[src/rtl/reg_status_file_if.sv]
// Bus bundle for the architectural register/rename-status file: issue,
// two source-operand lookups, commit, flush and the busy population count.
// master = dispatch/ROB side, slave = the register file itself.
interface reg_status_file_if #(
    parameter int XLEN  = 32,
    parameter int TAG_W = 4,
    parameter int REG_W = 5
);
    // Issue: rename a destination register to an in-flight ROB tag
    logic             issue_valid;
    logic [REG_W-1:0] issue_rd;
    logic [TAG_W-1:0] issue_tag;

    // Source-operand lookups for dispatch
    logic [REG_W-1:0] rs1;
    logic [REG_W-1:0] rs2;
    logic             rs1_busy;
    logic [TAG_W-1:0] rs1_tag;
    logic [XLEN-1:0]  rs1_val;
    logic             rs2_busy;
    logic [TAG_W-1:0] rs2_tag;
    logic [XLEN-1:0]  rs2_val;

    // Commit: architectural write plus conditional rename release
    logic             commit_valid;
    logic [REG_W-1:0] commit_rd;
    logic [TAG_W-1:0] commit_tag;
    logic [XLEN-1:0]  commit_data;

    // Mispredict recovery and occupancy
    logic             flush;
    logic [REG_W:0]   busy_cnt;

    modport master (
        output issue_valid, issue_rd, issue_tag,
        output rs1, rs2,
        input  rs1_busy, rs1_tag, rs1_val,
        input  rs2_busy, rs2_tag, rs2_val,
        output commit_valid, commit_rd, commit_tag, commit_data,
        output flush,
        input  busy_cnt
    );

    modport slave (
        input  issue_valid, issue_rd, issue_tag,
        input  rs1, rs2,
        output rs1_busy, rs1_tag, rs1_val,
        output rs2_busy, rs2_tag, rs2_val,
        input  commit_valid, commit_rd, commit_tag, commit_data,
        input  flush,
        output busy_cnt
    );
endinterface

[src/rtl/reg_status_file.sv]
// Architectural register file with per-register rename status (busy + ROB
// tag) for the out-of-order core. Issue renames a destination, commit writes
// the value and releases the rename only when the tag still matches, flush
// drops every in-flight rename. Two combinational source lookups per cycle.
// Register 0 is hardwired to zero and never becomes busy.
//
// Optional feature: define REG_COMMIT_BYPASS_EN to let a lookup see a
// same-cycle matching commit (busy=0, val=commit_data). Without it the
// lookup shows pre-commit state and the release appears one cycle later.
module reg_status_file #(
    parameter int XLEN  = 32,
    parameter int NREG  = 32,
    parameter int TAG_W = 4,
    parameter int REG_W = 5
) (
    input  logic              clk,
    input  logic              rst,
    input  logic              rdy,
    reg_status_file_if.slave  bus
);

    localparam int CNT_W = REG_W + 1;

    // Architectural state
    logic [XLEN-1:0]  regs_q [NREG];
    logic [XLEN-1:0]  regs_d [NREG];
    logic [NREG-1:0]  busy_q;
    logic [NREG-1:0]  busy_d;
    logic [TAG_W-1:0] tag_q  [NREG];
    logic [TAG_W-1:0] tag_d  [NREG];
    logic [CNT_W-1:0] busy_cnt_q;
    logic [CNT_W-1:0] busy_cnt_d;

    // Qualified requests; index 0 is the zero register and absorbs nothing
    logic issue_en;
    logic commit_en;
    logic commit_match;

    // Decode the requests that actually touch state this cycle
    always_comb begin
        issue_en     = bus.issue_valid && (bus.issue_rd != '0) && !bus.flush;
        commit_en    = bus.commit_valid && (bus.commit_rd != '0);
        commit_match = commit_en && busy_q[bus.commit_rd]
                       && (tag_q[bus.commit_rd] == bus.commit_tag);
    end

    // Next-state for values, busy bits and tags; later statements take priority
    always_comb begin
        // NOTE: every target gets its hold value first so no path through this block can infer a latch.
        regs_d = regs_q;
        busy_d = busy_q;
        tag_d  = tag_q;

        // Commit always writes the value, even under flush; it releases the
        // rename only if this commit is still the youngest producer.
        if (commit_en) begin
            regs_d[bus.commit_rd] = bus.commit_data;
            if (commit_match) begin
                busy_d[bus.commit_rd] = 1'b0;
            end
        end

        // A same-cycle issue to the committing register overrides the release.
        if (issue_en) begin
            busy_d[bus.issue_rd] = 1'b1;
            tag_d[bus.issue_rd]  = bus.issue_tag;
        end

        // Mispredict discards every in-flight rename; values and tags stay.
        if (bus.flush) begin
            busy_d = '0;
        end

        // Keep the zero register pinned regardless of what arrived above.
        regs_d[0] = '0;
        busy_d[0] = 1'b0;
        tag_d[0]  = '0;
    end

    // Occupancy tracks the next-state busy vector so it is exact once registered
    always_comb begin
        busy_cnt_d = '0;
        for (int i = 1; i < NREG; i++) begin
            busy_cnt_d = busy_cnt_d + CNT_W'(busy_d[i]);
        end
    end

    // State registers: synchronous reset wins over the global enable
    always_ff @(posedge clk) begin
        if (rst) begin
            // NOTE: the value array is cleared on reset as well, since lookups are combinational and must read 0 straight out of reset.
            for (int i = 0; i < NREG; i++) begin
                regs_q[i] <= '0;
                tag_q[i]  <= '0;
            end
            busy_q     <= '0;
            busy_cnt_q <= '0;
        end else if (rdy) begin
            // NOTE: sequential state uses non-blocking assignment so every flop samples pre-edge values.
            regs_q     <= regs_d;
            busy_q     <= busy_d;
            tag_q      <= tag_d;
            busy_cnt_q <= busy_cnt_d;
        end
    end

    // Source lookups
    logic [REG_W-1:0] rs_idx  [2];
    logic             rd_busy [2];
    logic [TAG_W-1:0] rd_tag  [2];
    logic [XLEN-1:0]  rd_val  [2];

    // Combinational read of current state for both ports, with optional commit bypass
    always_comb begin
        rs_idx[0] = bus.rs1;
        rs_idx[1] = bus.rs2;
        for (int p = 0; p < 2; p++) begin
            rd_busy[p] = busy_q[rs_idx[p]];
            rd_tag[p]  = tag_q[rs_idx[p]];
            rd_val[p]  = regs_q[rs_idx[p]];
`ifdef REG_COMMIT_BYPASS_EN
            // A matching commit this cycle resolves the operand immediately,
            // sparing dispatch a wait on the CDB for a tag that is retiring now.
            if (bus.commit_valid && (bus.commit_rd == rs_idx[p])
                && (rs_idx[p] != '0) && busy_q[rs_idx[p]]
                && (tag_q[rs_idx[p]] == bus.commit_tag)) begin
                rd_busy[p] = 1'b0;
                rd_val[p]  = bus.commit_data;
            end
`else
            // Pre-commit state is shown; the release is visible next cycle.
`endif
            if (rs_idx[p] == '0) begin
                rd_busy[p] = 1'b0;
                rd_tag[p]  = '0;
                rd_val[p]  = '0;
            end
        end
    end

    // Drive the slave-side outputs
    always_comb begin
        bus.rs1_busy = rd_busy[0];
        bus.rs1_tag  = rd_tag[0];
        bus.rs1_val  = rd_val[0];
        bus.rs2_busy = rd_busy[1];
        bus.rs2_tag  = rd_tag[1];
        bus.rs2_val  = rd_val[1];
        bus.busy_cnt = busy_cnt_q;
    end

    // Structural invariants: zero register never busy, occupancy below NREG
    zero_never_busy: assert property (@(posedge clk) disable iff (rst) !busy_q[0]);
    cnt_in_range:    assert property (@(posedge clk) disable iff (rst)
                                      busy_cnt_q <= CNT_W'(NREG - 1));

endmodule

[src/flat_wrapper.sv]
// flat-port wrapper written by rule: the top's interface ports become plain ports
module reg_status_file_flat 
#(
    parameter int XLEN  = 32,
    parameter int NREG  = 32,
    parameter int TAG_W = 4,
    parameter int REG_W = 5
)
  (clk, rst, rdy, bus_issue_valid, bus_issue_rd, bus_issue_tag, bus_rs1, bus_rs2, bus_rs1_busy, bus_rs1_tag, bus_rs1_val, bus_rs2_busy, bus_rs2_tag, bus_rs2_val, bus_commit_valid, bus_commit_rd, bus_commit_tag, bus_commit_data, bus_flush, bus_busy_cnt);
  reg_status_file_if #(.XLEN(XLEN), .TAG_W(TAG_W), .REG_W(REG_W)) bus_i ();
  input  logic clk;
  input  logic rst;
  input  logic rdy;
  input wire logic [$bits(bus_i.issue_valid)-1:0] bus_issue_valid;
  input wire logic [$bits(bus_i.issue_rd)-1:0] bus_issue_rd;
  input wire logic [$bits(bus_i.issue_tag)-1:0] bus_issue_tag;
  input wire logic [$bits(bus_i.rs1)-1:0] bus_rs1;
  input wire logic [$bits(bus_i.rs2)-1:0] bus_rs2;
  output wire logic [$bits(bus_i.rs1_busy)-1:0] bus_rs1_busy;
  output wire logic [$bits(bus_i.rs1_tag)-1:0] bus_rs1_tag;
  output wire logic [$bits(bus_i.rs1_val)-1:0] bus_rs1_val;
  output wire logic [$bits(bus_i.rs2_busy)-1:0] bus_rs2_busy;
  output wire logic [$bits(bus_i.rs2_tag)-1:0] bus_rs2_tag;
  output wire logic [$bits(bus_i.rs2_val)-1:0] bus_rs2_val;
  input wire logic [$bits(bus_i.commit_valid)-1:0] bus_commit_valid;
  input wire logic [$bits(bus_i.commit_rd)-1:0] bus_commit_rd;
  input wire logic [$bits(bus_i.commit_tag)-1:0] bus_commit_tag;
  input wire logic [$bits(bus_i.commit_data)-1:0] bus_commit_data;
  input wire logic [$bits(bus_i.flush)-1:0] bus_flush;
  output wire logic [$bits(bus_i.busy_cnt)-1:0] bus_busy_cnt;
  assign bus_i.issue_valid = bus_issue_valid;
  assign bus_i.issue_rd = bus_issue_rd;
  assign bus_i.issue_tag = bus_issue_tag;
  assign bus_i.rs1 = bus_rs1;
  assign bus_i.rs2 = bus_rs2;
  assign bus_rs1_busy = bus_i.rs1_busy;
  assign bus_rs1_tag = bus_i.rs1_tag;
  assign bus_rs1_val = bus_i.rs1_val;
  assign bus_rs2_busy = bus_i.rs2_busy;
  assign bus_rs2_tag = bus_i.rs2_tag;
  assign bus_rs2_val = bus_i.rs2_val;
  assign bus_i.commit_valid = bus_commit_valid;
  assign bus_i.commit_rd = bus_commit_rd;
  assign bus_i.commit_tag = bus_commit_tag;
  assign bus_i.commit_data = bus_commit_data;
  assign bus_i.flush = bus_flush;
  assign bus_busy_cnt = bus_i.busy_cnt;
  reg_status_file #(.XLEN(XLEN), .NREG(NREG), .TAG_W(TAG_W), .REG_W(REG_W)) u_core (.clk(clk), .rst(rst), .rdy(rdy), .bus(bus_i));
endmodule
[config.mk]
export PLATFORM = sky130hd
export DESIGN_NAME = reg_status_file_flat
export DESIGN_NICKNAME = d
export VERILOG_FILES = /design/src/rtl/reg_status_file_if.sv /design/src/rtl/reg_status_file.sv /design/src/flat_wrapper.sv
export SDC_FILE = /design/constraint.sdc
export NUM_CORES = 2
export LEC_CHECK = 0
export ABC_AREA = 0
export BUFFER_PORTS_ARGS = -buffer_cell sky130_fd_sc_hd__buf_2
export CAP_MARGIN = 10
export CORE_MARGIN = 1
export CORE_UTILIZATION = 35
export DETAILED_ROUTE_END_ITERATION = 10
export PLACE_DENSITY = 0.52
export SLEW_MARGIN = 40
export SYNTH_ARGS = -nofsm -noshare
export SYNTH_HDL_FRONTEND = slang
export SYNTH_SLANG_ARGS = --single-unit
[constraint.sdc]
create_clock -name clk -period 11.55 [get_ports clk]
set_clock_uncertainty 0.05 [all_clocks]
set_input_delay 2.31 -clock clk [delete_from_list [all_inputs] [get_ports clk]]
set_output_delay 2.31 -clock clk [all_outputs]
set_load 0.02 [all_outputs]
==> results.toml <==
[power]
power_density_nw_per_um2 = 133
p_leak_nw = 22.3
power_mw = 9.12
irDropWorstVdd_v = 0.000156

[clocking]
cts_buffers = 135
clockBufferDepth = 3
cts_tree = "done"
clock_tree.root_cell = "clkbuf_16"
cts_setup_buffers = 0
ctsResizeCount = 0
htreeDepth = 4
path_clk_slew_ns = 0.06
hold_buffers = 0
clk_latency_ns = 0.80
cts.sinks = 1153

[timing]
rsz0062_at_grt = "false"
hold_viol_final = 0
setup_viol = 0
final_max_slew_viol_count = 0
finalCritPeriodShare_pct = 84.0
worst_pin_slew_ns = 0.992
fin_crit_ns = 9.70
final.setup.tns_ns = 0
clock.fmax_mhz = 103
worst_slew_margin_rel_pct = 33.9

[setup_path]
critPathRequiredTime_ns = 12.15
worst_r2r_path_depth = 24
crit_top_cell = "fa_1"
r2r-start = "u_core.tag_q[119]$_SDFFE_PP0P_"
endpoint_kind = "register"
start_kind = "input port"
criticalPathCategory = "input port to register"
crit_path_max_fanout = 45
cp_slowest_cell = "or4_4"
arrival_ns = 10.30
r2r_slack_ns = 4.02
max_stage_delay_ns = 0.65
r2r_end = "u_core.bus.busy_cnt[4]$_SDFFE_PP0P_"

[synth]
netlist_area_um2 = 61300
async_reset_ff_share_pct = 0
synthesis.nets = 6986
synthCells = 6888
synth_commonest_cells = "2176 x nand2_1, 1153 x dfxtp_1, 1108 x a21oi_1"
synth_top_cell_by_area = "dfxtp_1"
synth_most_common_cell = "nand2_1"
synth_ff_type = "dfxtp_1"
ys_seq_area_share_pct = 37.6
yosys.cell_types.count = 66
synth_seq_cells = 1153
synth_edf_count = 0
synth_warnings = 0
syn_area_per_cell_um2 = 8.90
synthTopCellsByArea = "dfxtp_1 38%, mux4_2 20%, nand2_1 13%"
synthDominantCellAreaShare_pct = 37.6

[worst_hold_path]
min-delay-start = "u_core.regs_q[827]$_SDFFE_PP0P_"
hold_path.class = "register to register"
min_to = "u_core.regs_q[827]$_SDFFE_PP0P_"
hold_path_depth = 2

[global_routing]
grt_use_total_pct = 32.3
overflow = 0
grt_start_max_net_pins = 179
grt_first_pass_wirelength_um = 406000
grt_pass1_vias = 52575
antenna_found_initial = 26

[detailed_routing]
first_iter_violations = 8361
wl_met1_um = 110000
ant_nets = 0
firstDrtPassIters = 7
routed.top_layer = "met5"
viasPerCell = 6.25
wl_per_cell_um = 32.3
drc = 0
route.met2.wl_um = 130000
vias = 56639
totalWireLength_um = 293000
dr_wl_met3_um = 33000

[place]
numPortBuffers = 145
dpl.hpwl_um = 162000
placed_cells = 8812
finalWeightedCongestion = 0.955

[finish]
fillers = 17074
stdcell_count = 9067
area_growth_syn_to_layout_pct = 12.1
drive_gt1_share_pct = 18.9
final_nets = 6726

[floorplanning]
start_util_pct = 35.2
design.core.area_um2 = 174000
die_w_um = 421
io_pins = 146
rows = 153
die_h_um = 421
die_area_um2 = 177000

[run_status]
outcome = "complete, no violations"

[run]
cap_violations = 0
[state kept, by name, indices dropped and copies added, names as in the netlist]
name and count:
u_core.regs_q 992, u_core.bus.busy_cnt 6, u_core.busy_q 31, u_core.tag_q 124
[cell families (layout without fill, tap and decap cells)]
family | Yosys count | after routing | share of synthesized area, %
AND/OR/NAND/NOR | 2518 | 2518 | 16.0
AO/OA/AOI/OAI | 1504 | 1504 | 13.8
flip-flops | 1153 | 1153 | 37.6
multiplexers | 944 | 944 | 26.9
buffers and inverters | 731 | 572 | 4.69
adder cells (fa/ha/maj) | 32 | 32 | 0.935
XOR/XNOR | 6 | 6 | 0.0857
other | 0 | 13 | 0
[placed cells by master (no fill, tap or decap), drive strengths merged, types with 46 or more instances in the layout]
| master | Yosys | layout |
|---|---|---|
| nand3 | 54 | 54 |
| a21oi | 1108 | 1108 |
| inv | 41 | 46 |
| mux2i | 278 | 278 |
| nor2 | 179 | 179 |
| mux4 | 549 | 549 |
| dfxtp | 1153 | 1153 |
| a22o | 49 | 49 |
| mux2 | 117 | 117 |
| o21ai | 94 | 94 |
| buf | 123 | 291 |
| nand2 | 2176 | 2176 |
| clkbuf | 565 | 206 |
[critical path: cells and delay by family]
family | cells | cell delay [ns]
fa+ha+maj | 9 | 3.79
compound gates | 6 | 1.67
buf+inv | 4 | 1.27
simple gates | 4 | 1.00
mux | 1 | 0.13
xor+xnor | 1 | 0.09
[per-layer routing]
metal  global-route usage (%)  vias to the layer above
li1                         -                    23793
met5                    0.167                        -
met4                     20.1                       20
met1                     40.8                    28176
met2                     49.2                     3744
met3                     8.28                      906
[layout make-up]
class	instances	area, um^2	share of cell area [%]
inverter	43	163	0.237
clock inverter	32	314	0.457
clock buffer	206	4090	5.96
antenna	13	32.5	0.0473
multi-input combinational	5004	35900	52.2
sequential	1153	23100	33.6
tap	2325	2910	4.23
timing repair buffer	291	2270	3.30
[per-stage QoR]
| step | utilization, % | hold WS (ns) | setup slack [ns] | instance area (um^2) |
|---|---|---|---|---|
| floorplan | - | 0.392 | 2.39 | 61300 |
| global placement | 36.7 | 0.398 | 1.11 | 63800 |
| detailed placement | 36.9 | 0.404 | 1.11 | 64200 |
| CTS | 39.4 | 0.412 | 1.96 | 68600 |
| global route | 39.5 | 0.429 | 1.54 | 68700 |
| finish | 39.5 | 0.411 | 1.85 | 68700 |
[power breakdown]
part	total [mW]	switching (mW)	internal [mW]
Combinational	0.764	0.562	0.202
Clock	4.35	1.84	2.51
Sequential	4.01	0.0127	3.99
[how the worst max path moves through the flow]
stage                startpoint                             endpoint  cells after the start
2_1_floorplan  bus_commit_rd[4]  u_core.bus.busy_cnt[4]$_SDFFE_PP0P_                     26
3_3_place_gp   bus_commit_rd[2]  u_core.bus.busy_cnt[4]$_SDFFE_PP0P_                     25
3_5_place_dp   bus_commit_rd[0]  u_core.bus.busy_cnt[4]$_SDFFE_PP0P_                     26
4_1_cts        bus_commit_rd[0]  u_core.bus.busy_cnt[4]$_SDFFE_PP0P_                     26
5_1_grt        bus_commit_rd[0]  u_core.bus.busy_cnt[4]$_SDFFE_PP0P_                     26
6_report       bus_commit_rd[0]  u_core.bus.busy_cnt[4]$_SDFFE_PP0P_                     25
(Power assumes the default switching activity.)
